`config.mk`:
```
export PLATFORM = sky130hd
export DESIGN_NAME = uart_tx_flat
export DESIGN_NICKNAME = d
export VERILOG_FILES = /design/src/rtl/uart_pkg.sv /design/src/rtl/uart_tx_if.sv /design/src/rtl/uart_tx.sv /design/src/flat_wrapper.sv
export SDC_FILE = /design/constraint.sdc
export NUM_CORES = 1
export LEC_CHECK = 0
export BUFFER_PORTS_ARGS = -buffer_cell sky130_fd_sc_hd__buf_2
export CORE_MARGIN = 2
export CORE_UTILIZATION = 50
export CTS_CLUSTER_DIAMETER = 100
export CTS_CLUSTER_SIZE = 10
export DETAILED_ROUTE_END_ITERATION = 12
export GPL_ROUTABILITY_DRIVEN = 0
export PLACE_DENSITY = 0.74
export SLEW_MARGIN = 25
export SYNTH_ARGS = -nofsm -noshare
export SYNTH_HDL_FRONTEND = slang
export SYNTH_SLANG_ARGS = --single-unit
```
`constraint.sdc`:
```
create_clock -name clk -period 1.5 [get_ports clk]
set_input_delay 0.225 -clock clk [delete_from_list [all_inputs] [get_ports clk]]
set_output_delay 0.225 -clock clk [all_outputs]
set_load 0.005 [all_outputs]
```
`src/rtl/uart_pkg.sv`:
```
// Shared UART definitions: FSM state encoding used by both TX and RX,
// plus the stop-period tick presets for OS=16.
package uart_pkg;

   typedef enum logic [1:0] {
      IDLE  = 2'd0,
      START = 2'd1,
      DATA  = 2'd2,
      STOP  = 2'd3
   } tx_state_t;

   localparam int SB_1   = 16;
   localparam int SB_1P5 = 24;
   localparam int SB_2   = 32;

endpackage

```
`src/rtl/uart_tx_if.sv`:
```
// Baud tick, TX FIFO read side and serial outputs of the UART transmitter.
interface uart_tx_if #(
   parameter int DBIT = 8
) ();

   logic            s_tick;
   logic            fifo_empty;
   logic [DBIT-1:0] fifo_dout;
   logic            fifo_rd;
   logic            tx;
   logic            tx_busy;
   logic            tx_done_tick;

   modport master (
      input  s_tick,
      input  fifo_empty,
      input  fifo_dout,
      output fifo_rd,
      output tx,
      output tx_busy,
      output tx_done_tick
   );

   modport slave (
      output s_tick,
      output fifo_empty,
      output fifo_dout,
      input  fifo_rd,
      input  tx,
      input  tx_busy,
      input  tx_done_tick
   );

endinterface

```
`src/rtl/uart_tx.sv`:
```
// UART transmitter: pops one FIFO word when available and sends it LSB-first
// as start bit, DBIT data bits and a SB_TICK-tick stop period.
module uart_tx
   import uart_pkg::*;
#(
   parameter int DBIT    = 8,
   parameter int OS      = 16,
   parameter int SB_TICK = SB_1
) (
   input  logic     clk,
   input  logic     Reset,
   uart_tx_if.master bus
);

   localparam int S_MAX = (OS > SB_TICK) ? OS : SB_TICK;
   localparam int SCW   = (S_MAX > 1) ? $clog2(S_MAX) : 1;
   localparam int NW    = (DBIT > 1) ? $clog2(DBIT) : 1;

   tx_state_t       state_q, state_d;
   logic [SCW-1:0]  s_cnt_q, s_cnt_d;
   logic [NW-1:0]   n_cnt_q, n_cnt_d;
   logic [DBIT-1:0] shreg_q, shreg_d;
   logic            tx_q, tx_d;
   logic            fifo_rd_s;
   logic            done_s;

   // State, counters, shift register and the registered tx line.
   always_ff @(posedge clk or posedge Reset) begin
      if (Reset) begin
         state_q <= IDLE;
         s_cnt_q <= '0;
         n_cnt_q <= '0;
         shreg_q <= '0;
         tx_q    <= 1'b1;
      end else begin
         state_q <= state_d;
         s_cnt_q <= s_cnt_d;
         n_cnt_q <= n_cnt_d;
         shreg_q <= shreg_d;
         tx_q    <= tx_d;
      end
   end

   // Next-state logic, pop strobe and done pulse.
   always_comb begin
      state_d   = state_q;
      s_cnt_d   = s_cnt_q;
      n_cnt_d   = n_cnt_q;
      shreg_d   = shreg_q;
      fifo_rd_s = 1'b0;
      done_s    = 1'b0;
      tx_d      = 1'b1;

      case (state_q)
         IDLE: begin
            // Pop is gated by Reset so no strobe leaks out while held in reset.
            if (!bus.fifo_empty && !Reset) begin
               fifo_rd_s = 1'b1;
               shreg_d   = bus.fifo_dout;
               s_cnt_d   = '0;
               state_d   = START;
            end else begin
               state_d   = IDLE;
            end
         end
         START: begin
            if (bus.s_tick) begin
               if (s_cnt_q == SCW'(OS - 1)) begin
                  s_cnt_d = '0;
                  n_cnt_d = '0;
                  state_d = DATA;
               end else begin
                  s_cnt_d = s_cnt_q + SCW'(1);
               end
            end else begin
               s_cnt_d = s_cnt_q;
            end
         end
         DATA: begin
            if (bus.s_tick) begin
               if (s_cnt_q == SCW'(OS - 1)) begin
                  s_cnt_d = '0;
                  shreg_d = shreg_q >> 1;
                  if (n_cnt_q == NW'(DBIT - 1)) begin
                     state_d = STOP;
                  end else begin
                     n_cnt_d = n_cnt_q + NW'(1);
                  end
               end else begin
                  s_cnt_d = s_cnt_q + SCW'(1);
               end
            end else begin
               s_cnt_d = s_cnt_q;
            end
         end
         STOP: begin
            if (bus.s_tick) begin
               if (s_cnt_q == SCW'(SB_TICK - 1)) begin
                  done_s  = 1'b1;
                  state_d = IDLE;
               end else begin
                  s_cnt_d = s_cnt_q + SCW'(1);
               end
            end else begin
               s_cnt_d = s_cnt_q;
            end
         end
         default: begin
            state_d = IDLE;
         end
      endcase

      // tx follows the state being entered, so the start bit begins one clk after the pop.
      case (state_d)
         START:   tx_d = 1'b0;
         DATA:    tx_d = shreg_d[0];
         default: tx_d = 1'b1;
      endcase
   end

   assign bus.fifo_rd      = fifo_rd_s;
   assign bus.tx           = tx_q;
   assign bus.tx_busy      = (state_q != IDLE) | fifo_rd_s;
   assign bus.tx_done_tick = done_s;

endmodule

```
`src/flat_wrapper.sv`:
```
// flat-port wrapper written by rule: the top's interface ports become plain ports
module uart_tx_flat import uart_pkg::*;
#(
   parameter int DBIT    = 8,
   parameter int OS      = 16,
   parameter int SB_TICK = SB_1
)
  (clk, Reset, bus_s_tick, bus_fifo_empty, bus_fifo_dout, bus_fifo_rd, bus_tx, bus_tx_busy, bus_tx_done_tick);
  uart_tx_if #(.DBIT(DBIT)) bus_i ();
  input  logic clk;
  input  logic Reset;
  input wire logic [$bits(bus_i.s_tick)-1:0] bus_s_tick;
  input wire logic [$bits(bus_i.fifo_empty)-1:0] bus_fifo_empty;
  input wire logic [$bits(bus_i.fifo_dout)-1:0] bus_fifo_dout;
  output wire logic [$bits(bus_i.fifo_rd)-1:0] bus_fifo_rd;
  output wire logic [$bits(bus_i.tx)-1:0] bus_tx;
  output wire logic [$bits(bus_i.tx_busy)-1:0] bus_tx_busy;
  output wire logic [$bits(bus_i.tx_done_tick)-1:0] bus_tx_done_tick;
  assign bus_i.s_tick = bus_s_tick;
  assign bus_i.fifo_empty = bus_fifo_empty;
  assign bus_i.fifo_dout = bus_fifo_dout;
  assign bus_fifo_rd = bus_i.fifo_rd;
  assign bus_tx = bus_i.tx;
  assign bus_tx_busy = bus_i.tx_busy;
  assign bus_tx_done_tick = bus_i.tx_done_tick;
  uart_tx #(.DBIT(DBIT), .OS(OS), .SB_TICK(SB_TICK)) u_core (.clk(clk), .Reset(Reset), .bus(bus_i));
endmodule
```
# --- Yosys cells after proc, flatten, opt, wreduce, memory -nomap -nowiden ---
# Index checks and enable logic that the tools add are counted.
classes:
  n_mux: 31
  addsub: 2
  bitwise: 1
  reduce_logical: 11
  eq_ne: 16
op_table:
  columns: ["op", "count"]
  rows:
  - ["8-bit 2-to-1 mux", 3]
  - ["4-bit 2-to-1 mux", 5]
  - ["8-bit one-hot mux with 2 select lines", 1]
  - ["3-bit 2-to-1 mux", 5]
  - ["2-bit 2-to-1 mux", 7]
  - ["4-bit one-hot mux with 3 select lines", 1]
  - ["2-bit inequality test (second input constant)", 5]
  - ["2-bit by 1-bit inequality test with 1-bit output (second input constant)", 4]
  - ["2-bit one-hot mux with 4 select lines", 1]
  - ["4-bit AND reduction", 2]
  - ["2-bit equality test (second input constant)", 3]
  - ["1-bit 2-to-1 mux", 6]
  - ["3-bit one-hot mux with 2 select lines", 1]
  - ["6-bit AND reduction", 1]
  - ["2-bit nonzero test", 3]
  - ["4-bit by 1-bit adder with 4-bit output (second input constant)", 1]
  - ["2-bit by 1-bit equality test with 1-bit output (second input constant)", 2]
  - ["4-bit equality test (second input constant)", 1]
  - ["3-bit by 1-bit adder with 3-bit output (second input constant)", 1]
  - ["3-bit equality test (second input constant)", 1]
  - ["1-bit logical NOT", 2]
  - ["2-bit logical NOT", 1]
  - ["1-bit one-hot mux with 2 select lines", 1]
  - ["2-bit OR reduction", 1]
  - ["2 further kinds", 2]
word_totals:
  elab_cells: 67
  reg_bits: 18
  input_bits: 12

# --- Logic depth before layout (Yosys ltp) ---
# Gate-level depths: netlist of the first run.
depth:
  ltp_word: 7
  ltp_mapped: 9

# --- Worst setup path before layout of the first run ---
# No wires, ideal clock.
synth_path:
  path_kind: "register to register"
  start: "register u_core.state_q[0]"
  end: "register u_core.tx_q (netlist: u_core.bus.tx)"
  setup_ns: 0.092
  path_stages_with_launch: 9
  period_less_slack_ns: 1.606
  arrival_time_ns: 1.514
  n_path_buf: 1
  required_ns: 1.408
  setup_slack_ns: -0.106
  path_cell_list: "dfrtp_1 inv_1 ha_1 clkbuf_8 o211a_1 a311oi_1 nand3_1 and3b_1 o311ai_2"
synth_via:
  elab_cells_between_ends: 16
  cone_classes: "eq/ne: 5; mux: 10; reduce/logical: 1"
synth_lines:
  columns: ["element", "line_no", "source"]
  rows:
  - ["start, declared", "uart_tx.sv:19", "tx_state_t state_q, state_d;"]
  - ["start signal, assigned", "uart_tx.sv:36", "state_q <= state_d;"]
  - ["2-bit equality test / 2-bit logical NOT (equally long branches)", "uart_tx.sv:54", "case (state_q)"]
  - ["8-bit one-hot mux with 2 select lines *", "uart_tx.sv:54", null]
  - ["named net u_core.shreg_d[0]", "uart_tx.sv:22", "logic [DBIT-1:0] shreg_q, shreg_d;"]
  - ["1-bit one-hot mux with 2 select lines *", "uart_tx.sv:114", "case (state_d)"]
  - ["named net u_core.tx_d", "uart_tx.sv:23", "logic tx_q, tx_d;"]
  - ["end signal, assigned", "uart_tx.sv:40", "tx_q <= tx_d;"]
  - ["end, declared", "uart_tx.sv:23", null]
# Mark *: on every way through the listed nets, which the timed path passes. The rest lies on a longest branch.
# A chain may end at the register's enable or synchronous reset.

# --- Final worst setup path of the first run ---
layout_path:
  start: "register u_core.s_cnt_q[1]"
  end: "register u_core.shreg_q[3]"
layout_via:
  elab_chain_len: 3
layout_lines:
  columns: ["element", "line_no", "source"]
  rows:
  - ["start, declared", "uart_tx.sv:20", "logic [SCW-1:0] s_cnt_q, s_cnt_d;"]
  - ["start signal, assigned", "uart_tx.sv:37", "s_cnt_q <= s_cnt_d;"]
  - ["4-bit equality test", "uart_tx.sv:81", "if (s_cnt_q == SCW'(OS - 1)) begin"]
  - ["2-bit by 1-bit inequality test with 1-bit output (no source line)", null, null]
  - ["4-bit AND reduction (no source line)", null, null]
  - ["end signal, assigned", "uart_tx.sv:39", "shreg_q <= shreg_d;"]
  - ["end, declared", "uart_tx.sv:22", null]
# No other way between the ends.

==> results of run 1 <==
timing repair:
item | 4_1_cts | 5_1_grt
hold buffers | 1 | 0
hold endpoints to repair | 17 | 0
gates resized for setup | 26 | 19
pin swaps | 7 | 8
setup endpoints to repair | 19 | 20
buffers inserted | 9 | 4
cloned | 0 | 1
routing by layer:
metal,vias up,GRT usage
met3,12,0.02976
li1,493,-
met1,531,0.2682
met4,0,0.1126
met2,32,0.4474
met5,-,0
cells in the mapped netlist (all sizes together) (2+ instances only):
cell	number	area share
nand3	6	0.028
o21ai	6	0.031
nand2	9	0.038
a22oi	7	0.053
clkbuf	2	0.026
nor2	14	0.049
dfrtp	17	0.40
mux2	2	0.021
a21oi	7	0.033
inv	6	0.021
buf	2	0.019
ha	7	0.081
a21o	2	0.014
a22o	6	0.050
and3	2	0.013
nand4	2	0.012
worst max-delay path by stage:
stage / startpoint / endpoint / slack (ns) / cells after the start
finish: u_core.s_cnt_q[1] / u_core.shreg_q[3] / -0.21 / 7
global route: u_core.s_cnt_q[1] / u_core.shreg_q[3] / -0.27 / 7
CTS: u_core.s_cnt_q[1] / bus_tx_done_tick / -0.16 / 5
detailed placement: u_core.state_q[0] / u_core.bus.tx / -0.12 / 7
global placement: u_core.state_q[0] / u_core.bus.tx / -0.03 / 7
floorplan: u_core.state_q[0] / u_core.bus.tx / -0.04 / 8
layout make-up:
type / instances / share of cell area
Clock buffer: 4 / 0.02229
Inverter: 6 / 0.01537
Multi-Input combinational cell: 81 / 0.4228
Sequential cell: 18 / 0.2775
Tap cell: 27 / 0.02075
Timing Repair Buffer: 47 / 0.2414
stage by stage:
step,setup TNS [ns],std cells,total power [mW],hold slack [ns],util
final,-1.884,183,1.102,0.1847,0.8131
after global routing,-3.087,183,1.149,0.1881,0.8131
after CTS,-0.8416,178,1.059,0.1792,0.7494
after detailed placement,-0.3375,164,0.7150,0.2778,0.6444
after global placement,-0.04348,164,0.7077,0.2739,0.6444
after floorplan,-0.1169,109,0.6515,0.1628,-
critical path, delay by kind of cell (launching register included):
family	cells	cell delay, ns
adder cells (fa/ha/maj)	1	0.20
buffers and inverters	2	0.27
AND/OR/NAND/NOR	2	0.30
AO/OA/AOI/OAI	2	0.50
flip-flops	1	0.37
power breakdown:
part | internal, mW | switching [mW]
logic | 0.127 | 0.117
registers | 0.524 | 0.0248
clock network | 0.148 | 0.160
logic make-up after synthesis:
logic type | after synthesis
compound gates | 33
xor+xnor | 1
fa+ha+maj | 7
buf+inv | 10
flops | 18
mux | 2
simple gates | 38
sequential cells by signal, summed over array words and instances (netlist names):
register and cells:
u_core.shreg_q 8, u_core.state_q 2, u_core.bus.tx 1, u_core.n_cnt_q 3
u_core.s_cnt_q 4
==> reports/qor.csv, run 1 <==
metric;value;unit
Die W;50.39;µm
Clock Path Buffers;2;
Hold Crit Class;in2reg;
largest family of logic cells by synthesized area;compound AO/OA/AOI/OAI gates;
Peak VDD IR;747.4;µV
Simple-Gate Fraction of Synth Area;0.1779;
die area;2539;µm²
# fillers;118;
share of post-route cells with drive strength above 1;0.5577;
CTS HTree Levels;1;
area occupied by registers;451.7;µm²
sequential area share after synthesis;0.4198;
Die Y;50.39;µm
pwr dens;676.9;nW/µm²
Slew Viols, Final;0;
synth-to-layout area growth;51.28;%
wire length on met1;1287;µm
Slew @ Worst Pin;0.3189;ns
TritonRoute pass-1 iters;4;
Crit-path slowest cell;dfrtp_1;
worst reg2reg setup slack;-0.21;ns
final worst slack;-0.2089;ns
arrival time of the worst setup path;1.93;ns
Final Critical Period;1.709;ns
Synth Cell Area;1076;µm²
DP Worst Slack;-0.1226;ns
routed length on met2;1645;µm
failing checks;negative setup slack;
final WL;3164;µm
crit path cell chain;ha_2 > buf_6 > nand4_1 > a22oi_2 > buf_12 > nor2_1 > a21oi_1;
first-pass GRT wire length;4588;µm
CTS buffer count;3;
Clock Latency Late Sink;0.30;ns
Hold Path Origin;bus_fifo_dout[7];
final hold vios;0;
crit path max fanout;7;
clock-pin slew on the worst setup and hold paths;0.11;ns
top sig layer;met4;
routed wl met3;112;µm
Syn Area/Cell;9.872;µm²
CP required;1.72;ns
synthesized flop and latch total;18;
largest net degree at the start of global routing;19;
fmax;585.2;MHz
antenna-violating nets left;0;
most common library cell in the layout ignoring fill and taps;buf_4;
ys async rst share;1.000;
FP Rows;16;
multi-input logic area;688.2;µm²
Final setup viols;14;
post-synthesis mux area share;0.02093;
Net Count, Synth;128;
RR Startpoint;u_core.s_cnt_q[1];
# DRC;0;
GRT overflow;0;
Post-DP HPWL;1786;µm
CTS tree;yes;
CP max stage delay;0.37;ns
critical path startpoint category;register;
synthesis warning total;0;
Cell Area, Placed;1290;µm²
ys flop type;dfrtp_1;
GRT Util Overall;0.2402;
Clock Skews;0.002120;ns
Core Footprint;2002;µm²
final worst path period share;1.139;
number of global-route vias before repair;1069;
CTS Root Buffer Type;clkbuf_4;
Post-Synth XOR/XNOR Area;0.008140;
most frequent cells in the layout;22 x buf_4, 17 x dfrtp_1, 12 x buf_2, 10 x buf_6, 7 x nor2_1;
Endpoint, Worst Hold;u_core.shreg_q[7];
Ant. Diodes;0;
FF-to-FF path depth;7;
number of I/O port buffers;15;
status;finished, violations left;
Gate Count Post-Synth;109;
worst rel slew slack;0.7874;
post-synth cell types;35;
Initial Util;0.5375;
Vias;1068;
post-synthesis compound-gate area fraction;0.2267;
worst hold stages;3;
nets;176;
RSZ-0062 raised after global routing;true;
DR WL/cell;17.29;µm
EDFF count, synth;0;
# Max-Cap Violations;0;
Vias per Instance;5.836;
Reg2Reg Capture Point;u_core.shreg_q[3];
initial antenna violation count;0;
1st-iter DRT viols;24;
Clock Sinks;18;
Static Leak;0.7767;nW
Synth Area in Adders;0.08140;
I/O Pins;16;
Worst setup EP type;register;
Setup CP Type;reg2reg;
design area;1628;µm²
Power figures use the tool's default switching activity.
==> inputs of run 2 (changes only) <==
- GPL_TIMING_DRIVEN: not set -> 0
- RECOVER_POWER: not set -> 50
- REMOVE_ABC_BUFFERS: not set -> 1
==> run 2 against run 1 <==
  * The run still ends with negative setup slack left
  * Maximum frequency is 5.6% higher
  * Global-route usage is 0.51 points higher
  * Clock power is 3% higher
  * Utilization is 3.2 points lower
  * First-iteration DRC count is 140% higher
  * Die area stayed put
  * Critical endpoint is now u_core.shreg_q[1]
  * Sequential share of layout area is 1.1 points higher
==> reports/qor.csv, run 2 (synthesized netlist as in run 1, its figures left out) <==
metric;value;unit;change
Initial Util;0.5375;;unchanged
DR WL/cell;17.78;µm;+2.8%
max FFs per register;8;;unchanged
Static Leak;0.7505;nW;-3.4%
failing checks;negative setup slack;;
Biggest register;u_core.shreg_q;;
Slew @ Worst Pin;0.7270;ns;+0.4081 ns
final worst path period share;1.079;;-0.06019
CTS Root Buffer Type;clkbuf_4;;
Vias per Instance;5.978;;+2.4%
CP required;1.73;ns;about the same
fmax;617.8;MHz;+5.6%
RSZ-0062 raised after global routing;true;;
initial antenna violation count;0;;unchanged
FP Rows;16;;unchanged
Peak VDD IR;678.1;µV;-9.3%
Slew Viols, Final;0;;unchanged
Vias;1064;;-0.37%
Post-DP HPWL;1520;µm;-15%
Core Footprint;2002;µm²;unchanged
CP max stage delay;0.41;ns;+0.04 ns
nets;171;;-2.8%
clock-pin slew on the worst setup and hold paths;0.12;ns;about the same
crit path max fanout;7;;unchanged
# Max-Cap Violations;0;;unchanged
final hold vios;0;;unchanged
Clock Skews;0.008569;ns;+0.006449 ns
Largest regs;u_core.shreg_q: 8 flops, u_core.s_cnt_q: 4 flops, u_core.n_cnt_q: 3 flops;;
# DRC;0;;unchanged
Final setup viols;13;;-1
status;finished, violations left;;
worst rel slew slack;0.5148;;-0.2726
Worst setup EP type;register;;
Hold Crit Class;in2async;;
Die W;50.39;µm;unchanged
CTS tree;yes;;
CTS buffer count;3;;unchanged
1st-iter DRT viols;57;;+140%
TritonRoute pass-1 iters;4;;unchanged
design area;1564;µm²;-3.9%
Clock Path Buffers;2;;unchanged
die area;2539;µm²;unchanged
I/O Pins;16;;unchanged
critical path startpoint category;register;;
Clock Latency Late Sink;0.30;ns;about the same
number of global-route vias before repair;1035;;-3.2%
antenna-violating nets left;0;;unchanged
largest net degree at the start of global routing;19;;unchanged
most common library cell in the layout ignoring fill and taps;buf_4;;
Clock Sinks;18;;unchanged
Final Critical Period;1.619;ns;-0.09028 ns
Setup CP Type;reg2reg;;
GRT overflow;0;;unchanged
pwr dens;711.2;nW/µm²;+5.1%
crit path cell chain;inv_2 > ha_4 > buf_4 > nand2_2 > a22oi_2 > buf_6 > nor2_1 > a21oi_1;;
synth-to-layout area growth;45.35;%;
# fillers;117;;-0.85%
Cell Area, Placed;1137;µm²;-12%
most frequent cells in the layout;21 x buf_4, 17 x dfrtp_1, 13 x buf_2, 9 x nor2_1, 8 x buf_6;;
GRT Util Overall;0.2452;;+0.005070
arrival time of the worst setup path;1.85;ns;-0.08 ns
final WL;3165;µm;about the same
Die Y;50.39;µm;unchanged
final worst slack;-0.1186;ns;+0.09028 ns
Ant. Diodes;0;;unchanged
number of I/O port buffers;15;;unchanged
worst reg2reg setup slack;-0.12;ns;+0.09 ns
CTS HTree Levels;1;;unchanged
first-pass GRT wire length;4692;µm;+2.3%
Crit-path slowest cell;dfrtp_1;;
share of post-route cells with drive strength above 1;0.5563;;-0.001401
Setup TNS;-0.7260;ns;+1.158 ns
[run 2: cell types whose count changed in the layout (fill, tap and decap cells not counted), sizes merged]
cell and change:
clkbuf -1, dlygate4sd3 -1, buf -3
[run 2: final timing paths]
check | from | end | cells after the start
max | u_core.state_q[0] | u_core.shreg_q[1] | 8
min | Reset | u_core.shreg_q[7] | 2
max reg2reg | u_core.state_q[0] | u_core.shreg_q[1] | 8
min reg2reg | u_core.shreg_q[5] | u_core.shreg_q[5] | 2
max in group asynchronous | Reset | u_core.n_cnt_q[1] | 2
min in group clk | bus_fifo_dout[7] | u_core.shreg_q[7] | 3
[run 2: power breakdown]
group / internal, mW / leakage, nW / switching (mW) / total (mW)
combinational: 0.127 / 0.497 / 0.120 / 0.246
sequential: 0.524 / 0.232 / 0.0260 / 0.550
clock: 0.148 / 0.0210 / 0.168 / 0.316
total: 0.799 / 0.751 / 0.314 / 1.11
[run 2: routing by layer]
| layer | wire (µm) | global-route usage | up-vias |
|---|---|---|---|
| li1 | - | - | 481 |
| met1 | 1277 | 0.3084 | 519 |
| met2 | 1609 | 0.3991 | 49 |
| met3 | 158 | 0.03571 | 15 |
| met4 | 119 | 0.1441 | 0 |
| met5 | 0 | 0 | - |
[run 2: layout make-up]
cell class                      count  area [µm²]  share of cell area
Sequential cell                    18       451.7              0.2888
Clock buffer                        4       36.28             0.02320
Tap cell                           27       33.78             0.02160
Inverter                            6       30.03             0.01920
Timing Repair Buffer               42       312.8              0.2000
Multi-Input combinational cell     81       699.4              0.4472
[run 2: worst max-delay path, delay by kind of cell (launching register included)]
family,cells,cell delay (ns)
buf+inv,3,0.43
flops,1,0.41
simple gates,2,0.11
compound gates,2,0.42
fa+ha+maj,1,0.18
[run 2: timing repair]
item,CTS,global route
endpoints found under the hold margin,0,0
pin swaps,11,8
hold buffers,0,0
setup buffers,22,4
gates resized for setup,28,22
endpoints found under the setup margin,21,18
cloned,1,0
[run 2: through the flow]
step | hold WS [ns] | power (mW) | instances | setup WS (ns) | utilization
finish | 0.04946 | 1.112 | 178 | -0.1186 | 0.7813
global route | 0.1263 | 1.163 | 178 | -0.1817 | 0.7813
CTS | 0.05103 | 1.060 | 174 | -0.04003 | 0.7263
detailed placement | 0.3878 | 0.6879 | 147 | -0.4890 | 0.5681
global placement | 0.3851 | 0.6803 | 147 | -0.3819 | 0.5681
floorplan | 0.1628 | 0.6422 | 105 | -0.1343 | -
